[config.mk]
export PLATFORM = sky130hd
export DESIGN_NAME = db9_joy_reader
export DESIGN_NICKNAME = d
export VERILOG_FILES = /design/src/rtl/db9_joy_reader.sv
export SDC_FILE = /design/constraint.sdc
export NUM_CORES = 1
export LEC_CHECK = 0
export BUFFER_PORTS_ARGS = -buffer_cell sky130_fd_sc_hd__buf_4
export CORE_MARGIN = 2
export CORE_UTILIZATION = 44
export DETAILED_ROUTE_END_ITERATION = 7
export PLACE_DENSITY = 0.77
export SYNTH_ARGS = -nofsm -noshare
export SYNTH_HDL_FRONTEND = slang
export SYNTH_SLANG_ARGS = --single-unit
[constraint.sdc]
create_clock -name clk_sys -period 2.05 [get_ports clk_sys]
set_input_delay 0.205 -clock clk_sys [delete_from_list [all_inputs] [get_ports clk_sys]]
set_output_delay 0.205 -clock clk_sys [all_outputs]
set_load 0.05 [all_outputs]
[src/rtl/db9_joy_reader.sv]
// rtl/db9_joy_reader.sv - multi-port DB9 joystick reader (Atari/SMS, MD 3/6-button), frame-coherent outputs.
// Optional JOY_FILTER_EN: per-bit 2-frame debounce of joy_o at commit.
module db9_joy_reader #(
  parameter int NUM_PORTS   = 2,
  parameter int PHASE_DIV   = 384,
  parameter int IDLE_PHASES = 248
) (
  input  logic                    clk_sys,
  input  logic                    reset,
  input  logic [6*NUM_PORTS-1:0]  joy_i,
  output logic                    joy_sel_o,
  output logic [12*NUM_PORTS-1:0] joy_o,
  output logic [2*NUM_PORTS-1:0]  mode_o,
  output logic                    frame_done_o
);

  localparam int NPH   = 8 + IDLE_PHASES;
  localparam int DIV_W = (PHASE_DIV > 1) ? $clog2(PHASE_DIV) : 1;
  localparam int PH_W  = $clog2(NPH);
  localparam logic [DIV_W-1:0] DIV_LAST = DIV_W'(PHASE_DIV - 1);
  localparam logic [PH_W-1:0]  PH_LAST  = PH_W'(NPH - 1);

  logic [DIV_W-1:0]        div_q, div_d;
  logic [PH_W-1:0]         phase_q, phase_d;
  logic                    tick, commit;
  logic                    sel_q, sel_d;
  logic [6*NUM_PORTS-1:0]  sync1_q, sync2_q;
  logic [12*NUM_PORTS-1:0] stage_q, stage_d;
  logic [NUM_PORTS-1:0]    six_q, six_d;
  logic [NUM_PORTS-1:0]    md_q, md_d;
  logic [12*NUM_PORTS-1:0] joy_q, joy_d;
  logic [2*NUM_PORTS-1:0]  mode_q, mode_d;
  logic                    fd_q, fd_d;
`ifdef JOY_FILTER_EN
  logic [12*NUM_PORTS-1:0] prev_q, prev_d;
`endif

  // Phase sequencer: state register
  always_ff @(posedge clk_sys) begin
    if (reset) begin
      div_q   <= '0;
      phase_q <= '0;
    end else begin
      div_q   <= div_d;
      phase_q <= phase_d;
    end
  end

  // Phase sequencer: next state
  always_comb begin
    tick    = (div_q == DIV_LAST);
    div_d   = tick ? '0 : div_q + 1'b1;
    phase_d = phase_q;
    if (tick) begin
      phase_d = (phase_q == PH_LAST) ? '0 : phase_q + 1'b1;
    end
  end

  assign commit = tick && (phase_q == PH_LAST);

  // Per-phase select drive and pin sampling; pins reflect the select level of the phase just ending
  always_comb begin
    sel_d   = sel_q;
    stage_d = stage_q;
    six_d   = six_q;
    md_d    = md_q;
    if (tick) begin
      case (phase_q)
        PH_W'(0): sel_d = 1'b0;
        PH_W'(1): sel_d = 1'b1;
        PH_W'(2): begin
          for (int n = 0; n < NUM_PORTS; n++) begin
            stage_d[12*n +: 6] = ~sync2_q[6*n +: 6];
            six_d[n]           = 1'b0;
          end
          sel_d = 1'b0;
        end
        PH_W'(3): begin
          for (int n = 0; n < NUM_PORTS; n++) begin
            if (!sync2_q[6*n+2] && !sync2_q[6*n+3]) begin
              md_d[n]            = 1'b1;
              stage_d[12*n+6]    = ~sync2_q[6*n+4];
              stage_d[12*n+7]    = ~sync2_q[6*n+5];
            end else begin
              md_d[n]            = 1'b0;
              stage_d[12*n+6 +: 2] = 2'b00;
            end
          end
          sel_d = 1'b1;
        end
        PH_W'(4): sel_d = 1'b0;
        PH_W'(5): begin
          for (int n = 0; n < NUM_PORTS; n++) begin
            if (sync2_q[6*n +: 4] == 4'b0000) six_d[n] = 1'b1;
          end
          sel_d = 1'b1;
        end
        PH_W'(6): begin
          for (int n = 0; n < NUM_PORTS; n++) begin
            stage_d[12*n+8 +: 4] = six_q[n] ? ~sync2_q[6*n +: 4] : 4'b0000;
          end
          sel_d = 1'b0;
        end
        default: sel_d = 1'b1;
      endcase
    end
  end

  // Frame commit
  always_comb begin
    joy_d  = joy_q;
    mode_d = mode_q;
    fd_d   = commit;
`ifdef JOY_FILTER_EN
    prev_d = prev_q;
`endif
    if (commit) begin
`ifdef JOY_FILTER_EN
      joy_d  = (stage_q & ~(stage_q ^ prev_q)) | (joy_q & (stage_q ^ prev_q));
      prev_d = stage_q;
`else
      joy_d  = stage_q;
`endif
      for (int n = 0; n < NUM_PORTS; n++) begin
        mode_d[2*n +: 2] = {six_q[n], md_q[n] & ~six_q[n]};
      end
    end
  end

  always_ff @(posedge clk_sys) begin
    if (reset) begin
      sync1_q <= '1;
      sync2_q <= '1;
      sel_q   <= 1'b1;
      stage_q <= '0;
      six_q   <= '0;
      md_q    <= '0;
      joy_q   <= '0;
      mode_q  <= '0;
      fd_q    <= 1'b0;
`ifdef JOY_FILTER_EN
      prev_q  <= '0;
`endif
    end else begin
      sync1_q <= joy_i;
      sync2_q <= sync1_q;
      sel_q   <= sel_d;
      stage_q <= stage_d;
      six_q   <= six_d;
      md_q    <= md_d;
      joy_q   <= joy_d;
      mode_q  <= mode_d;
      fd_q    <= fd_d;
`ifdef JOY_FILTER_EN
      prev_q  <= prev_d;
`endif
    end
  end

  assign joy_sel_o    = sel_q;
  assign joy_o        = joy_q;
  assign mode_o       = mode_q;
  assign frame_done_o = fd_q;

endmodule

Word-level counts from Yosys, hierarchy flattened. Cells that the tools add are included.

$add $sub $neg: 2. Multiply operators: 0. Divide/modulo/power cells: 0. Order comparisons: 0. Eq/ne operators: 9. Shifts and indexed selects: 0. Mux-type cells: 11. Bitwise logic cells: 12. Reductions and logical operators: 18.

Operators by type and width (count): $eq A8 B3 Y1 const B (3); $eq A8 B2 Y1 const B (2); $not A6 Y6 (2); $add A9 B1 Y9 const B (1); $eq A9 B9 Y1 const B (1); $add A8 B1 Y8 const B (1); $eq A8 B8 Y1 const B (1); $logic_not A4 Y1 (2); $logic_not A8 Y1 (1); $mux W4 (2); $mux W8 (1); $not A4 Y4 (2); $not A1 Y1 (6); $reduce_and A2 Y1 (3); $reduce_and A3 Y1 (2); $mux W1 (5); $logic_not A1 Y1 (4); $mux W2 (2); $ne A2 B2 Y1 const B (2); $pmux W2 S2 (1); $reduce_or A4 Y1 (1); $logic_and A1 B1 Y1 (3); $and A1 B1 Y1 (2); $reduce_bool A2 Y1 (1); $reduce_or A2 Y1 (1).

Flip-flop bits (word level): 99. Latch bits: 0. RAM bits: 0. Memory bits (read-only): 0. Input port bits: 14. Output and inout port bits: 30. Word-level logic and storage cells: 66. Memories: 0.

Depth between registers and ports, before layout.
Depth in word-level cells: 3. Gate-level depth with buffers: 7. Gate-level depth less buffers: 6.

Worst setup path before layout. No wires, ideal clock.

Path kind: flip-flop to flip-flop. Start point: register phase_q[0]. End point: register stage_q[12]. Data arrival time: 1838 ps. Path slack: 85 ps. Cell stages (with the launch flop): 8. Path buffers: 1. Cells stage by stage: dfxtp_1 -> inv_1 -> ha_1 -> or4b_4 -> nor4_4 -> buf_6 -> mux2i_1 -> nor2_1.

Longest elaborated chain between the ends: 2.

Ends and longest elaborated chain: start, declared (line 24) `logic [PH_W-1:0] phase_q, phase_d;`; start signal, assigned (line 45) `phase_q <= phase_d;`; $eq A8 B2 Y1 (line 68) `case (phase_q)`; $reduce_and A2 Y1 (no line); end signal, assigned (line 148) `stage_q <= stage_d;`; end, declared (line 28) `logic [12*NUM_PORTS-1:0] stage_q, stage_d;`.

No other way between the ends. A chain may end at the register's enable or synchronous reset.

Worst setup path in the final report.
Start point: register phase_q[0]. End point: register stage_q[13].

Same word-level chain as after synthesis.

==> results.json <==
{
  "status": "complete, no violations",
  "post_dp_cell_area_mm2": 0.00410,
  "ys_types": 44,
  "end_kind": "register",
  "drv_cap": 0,
  "critPathArrivalTime_ns": 2.24,
  "cts-root-buf": "clkbuf_8",
  "synth_cells": 351,
  "dp_cells": 487,
  "critPathTopFamily": "simple AND/OR/NAND/NOR gates",
  "synth_nets": 370,
  "fmaxAchievable_mhz": 496,
  "stdcell_count": 509,
  "async_reset_ff_share_pct": 0,
  "die_x_um": 95.3,
  "startpoint": "phase_q[0]",
  "vdd_drop_max_uv": 448,
  "wl_um": 6870,
  "slowest_stage": "or4b_4",
  "detail-route-antenna-nets": 0,
  "whs_ns": 0.0269,
  "first_iter_violations": 186,
  "dieArea_mm2": 0.00908,
  "p_per_area_mw_per_mm2": 786,
  "clock_path_buffers": 2,
  "synth_top_cells_by_count": "dfxtp_1 (99), nor2_1 (36), a22o_1 (25), or2_2 (25), mux2i_1 (20)",
  "worst_pin_slew_ns": 0.594,
  "grt_max_degree": 60,
  "path_clk_slew_ns": 0.10,
  "setup_viol": 0,
  "area_delta_synth_final_pct": 21.0,
  "overflow": 0,
  "crit_type": "reg -> reg",
  "port_buffers": 43,
  "yosysWarnings": 0,
  "fin_crit_ns": 2.01,
  "io_pins": 44,
  "fin_crit_sh_pct": 98.3,
  "final_util_pct": 54.5,
  "startpoint_type": "register",
  "synth_most_common_cell": "dfxtp_1",
  "die_h_um": 95.3,
  "cp_num_buf_inv": 3,
  "start_util_pct": 45.1,
  "netlist_area_mm2": 0.00367,
  "nNetsFinal": 418,
  "ys_ff_latch": 99,
  "hold_viol_final": 0,
  "ctsHoldBuffers": 0,
  "finalWeightedCongestion": 0.825,
  "max_slew_margin_pct": 59.8,
  "clkLatencyLatePin_ns": 0.36,
  "drv_slew": 0,
  "syn_avg_cell_area_um2": 10.4,
  "hold_class": "in -> reg",
  "core_region_area_mm2": 0.00813,
  "synthTopCellsByArea": "dfxtp_1 (54%), a22o_1 (6.0%), mux2i_1 (5.5%)",
  "post-dp-hpwl_um": 4640,
  "synth_top_area_cell": "dfxtp_1",
  "dr.pass1.iters": 4,
  "grt_pass1_vias": 2365,
  "antenna-diode-count": 0,
  "cp.required_ns": 2.28,
  "grt_pass1_wl_um": 11100,
  "grt_usage_pct": 15.8,
  "rsz0062_at_grt": "yes",
  "yosys.area.top_type_share_pct": 54.1,
  "synth_edf_count": 0,
  "cts_buffers": 9,
  "std_cell_rows": 33,
  "cts_tree": "built",
  "drive_gt1_share_pct": 28.2,
  "max_stage_delay_ns": 0.47,
  "vias_per_cell": 5.03,
  "cts_sinks": 99,
  "hold_start": "joy_i[10]",
  "drc": 0,
  "ff2ff_setup_slack_ns": 0.04,
  "htreeDepth": 3,
  "crit_chain": "inv_4 -> ha_4 -> or4b_4 -> nor4_4 -> buf_4 -> buf_12 -> mux2i_2 -> nor2_1",
  "wl_per_cell_um": 13.5,
  "cp_max_fo": 7,
  "design_area_mm2": 0.00444,
  "antenna_found_initial": 0,
  "clock_skew_ns": 0.0210,
  "power_leakage_nw": 1.80,
  "vias": 2559,
  "worstReg2RegStart": "phase_q[0]",
  "yosysSeqAreaShare_pct": 54.1,
  "synth_flop_cell": "dfxtp_1"
}
## per-layer routing
layer,track usage (%),wire (um),part of all wire (%),vias to the layer above
li1,-,-,-,1308
met1,20.8,3340,49,1173
met2,24.1,3020,44,65
met3,4.11,331,4.8,13
met4,7.97,182,2.6,0
met5,0,0,0,-
## path summary, 6_finish.rpt
path                 end  cells past startpoint
max reg2reg  stage_q[13]                      8
max          stage_q[13]                      8
min reg2reg  sync2_q[11]                      1
min          sync1_q[10]                      2
## through the flow
| step | worst slack [ns] | setup TNS, ns | total power [mW] |
|---|---|---|---|
| detailed placement | 0.0254 | 0 | 2.10 |
| floorplan | 0.0847 | 0 | 2.06 |
| global placement | 0.116 | 0 | 2.10 |
| CTS | 0.0215 | 0 | 3.51 |
| global route | -0.0343 | -0.115 | 3.61 |
| finish | 0.0359 | 0 | 3.49 |
## timing repair
action | 4_1_cts | 5_1_grt
buffers inserted | 0 | 5
gates resized for setup | 0 | 11
setup endpoints to repair | 0 | 45
## power by group
part           leakage, nW  switching [mW]  internal (mW)
combinational        0.876          0.0470         0.0424
sequential           0.805          0.0167           1.95
clock                0.121           0.711          0.721
total                 1.80           0.775           2.71
## registers in the layout, summed over array words and instances, names as in the netlist
| signal | cells |
|---|---|
| joy_sel_o | 1 |
| mode_o | 4 |
| sync1_q | 12 |
| stage_q | 24 |
| md_q | 2 |
| div_q | 9 |
| six_q | 2 |
| joy_o | 24 |
| phase_q | 8 |
| sync2_q | 12 |
| frame_done_o | 1 |
## placed cells by master (no fill, tap or decap), drive strengths merged, types with 3 or more instances in the layout
master / n
mux2i: 20
buf: 56
nor3: 9
ha: 5
or3: 3
nand4: 5
nand3: 17
inv: 17
dfxtp: 99
or2: 25
nand2b: 10
nor4: 6
xnor2: 3
nand2: 8
a21oi: 16
xor2: 6
clkbuf: 10
a22o: 25
nor2: 37
## cells by family after synthesis
family                   share of synthesized area (%)
AND/OR/NAND/NOR                                   22.4
XOR/XNOR                                          2.15
AO/OA/AOI/OAI                                     9.62
buffers and inverters                             4.33
flip-flops                                        54.1
adder cells (fa/ha/maj)                           1.71
multiplexers                                      5.77
## final cells by class
class                           count  area (um^2)
Tap cell                          105          131
Clock inverter                      7          116
Fill cell                         706         3700
Inverter                           14         55.1
Multi-Input combinational cell    218         1550
Clock buffer                        9          124
Timing Repair Buffer               57          470
Sequential cell                    99         1990
Note: power is estimated with default switching activity, not from simulation.
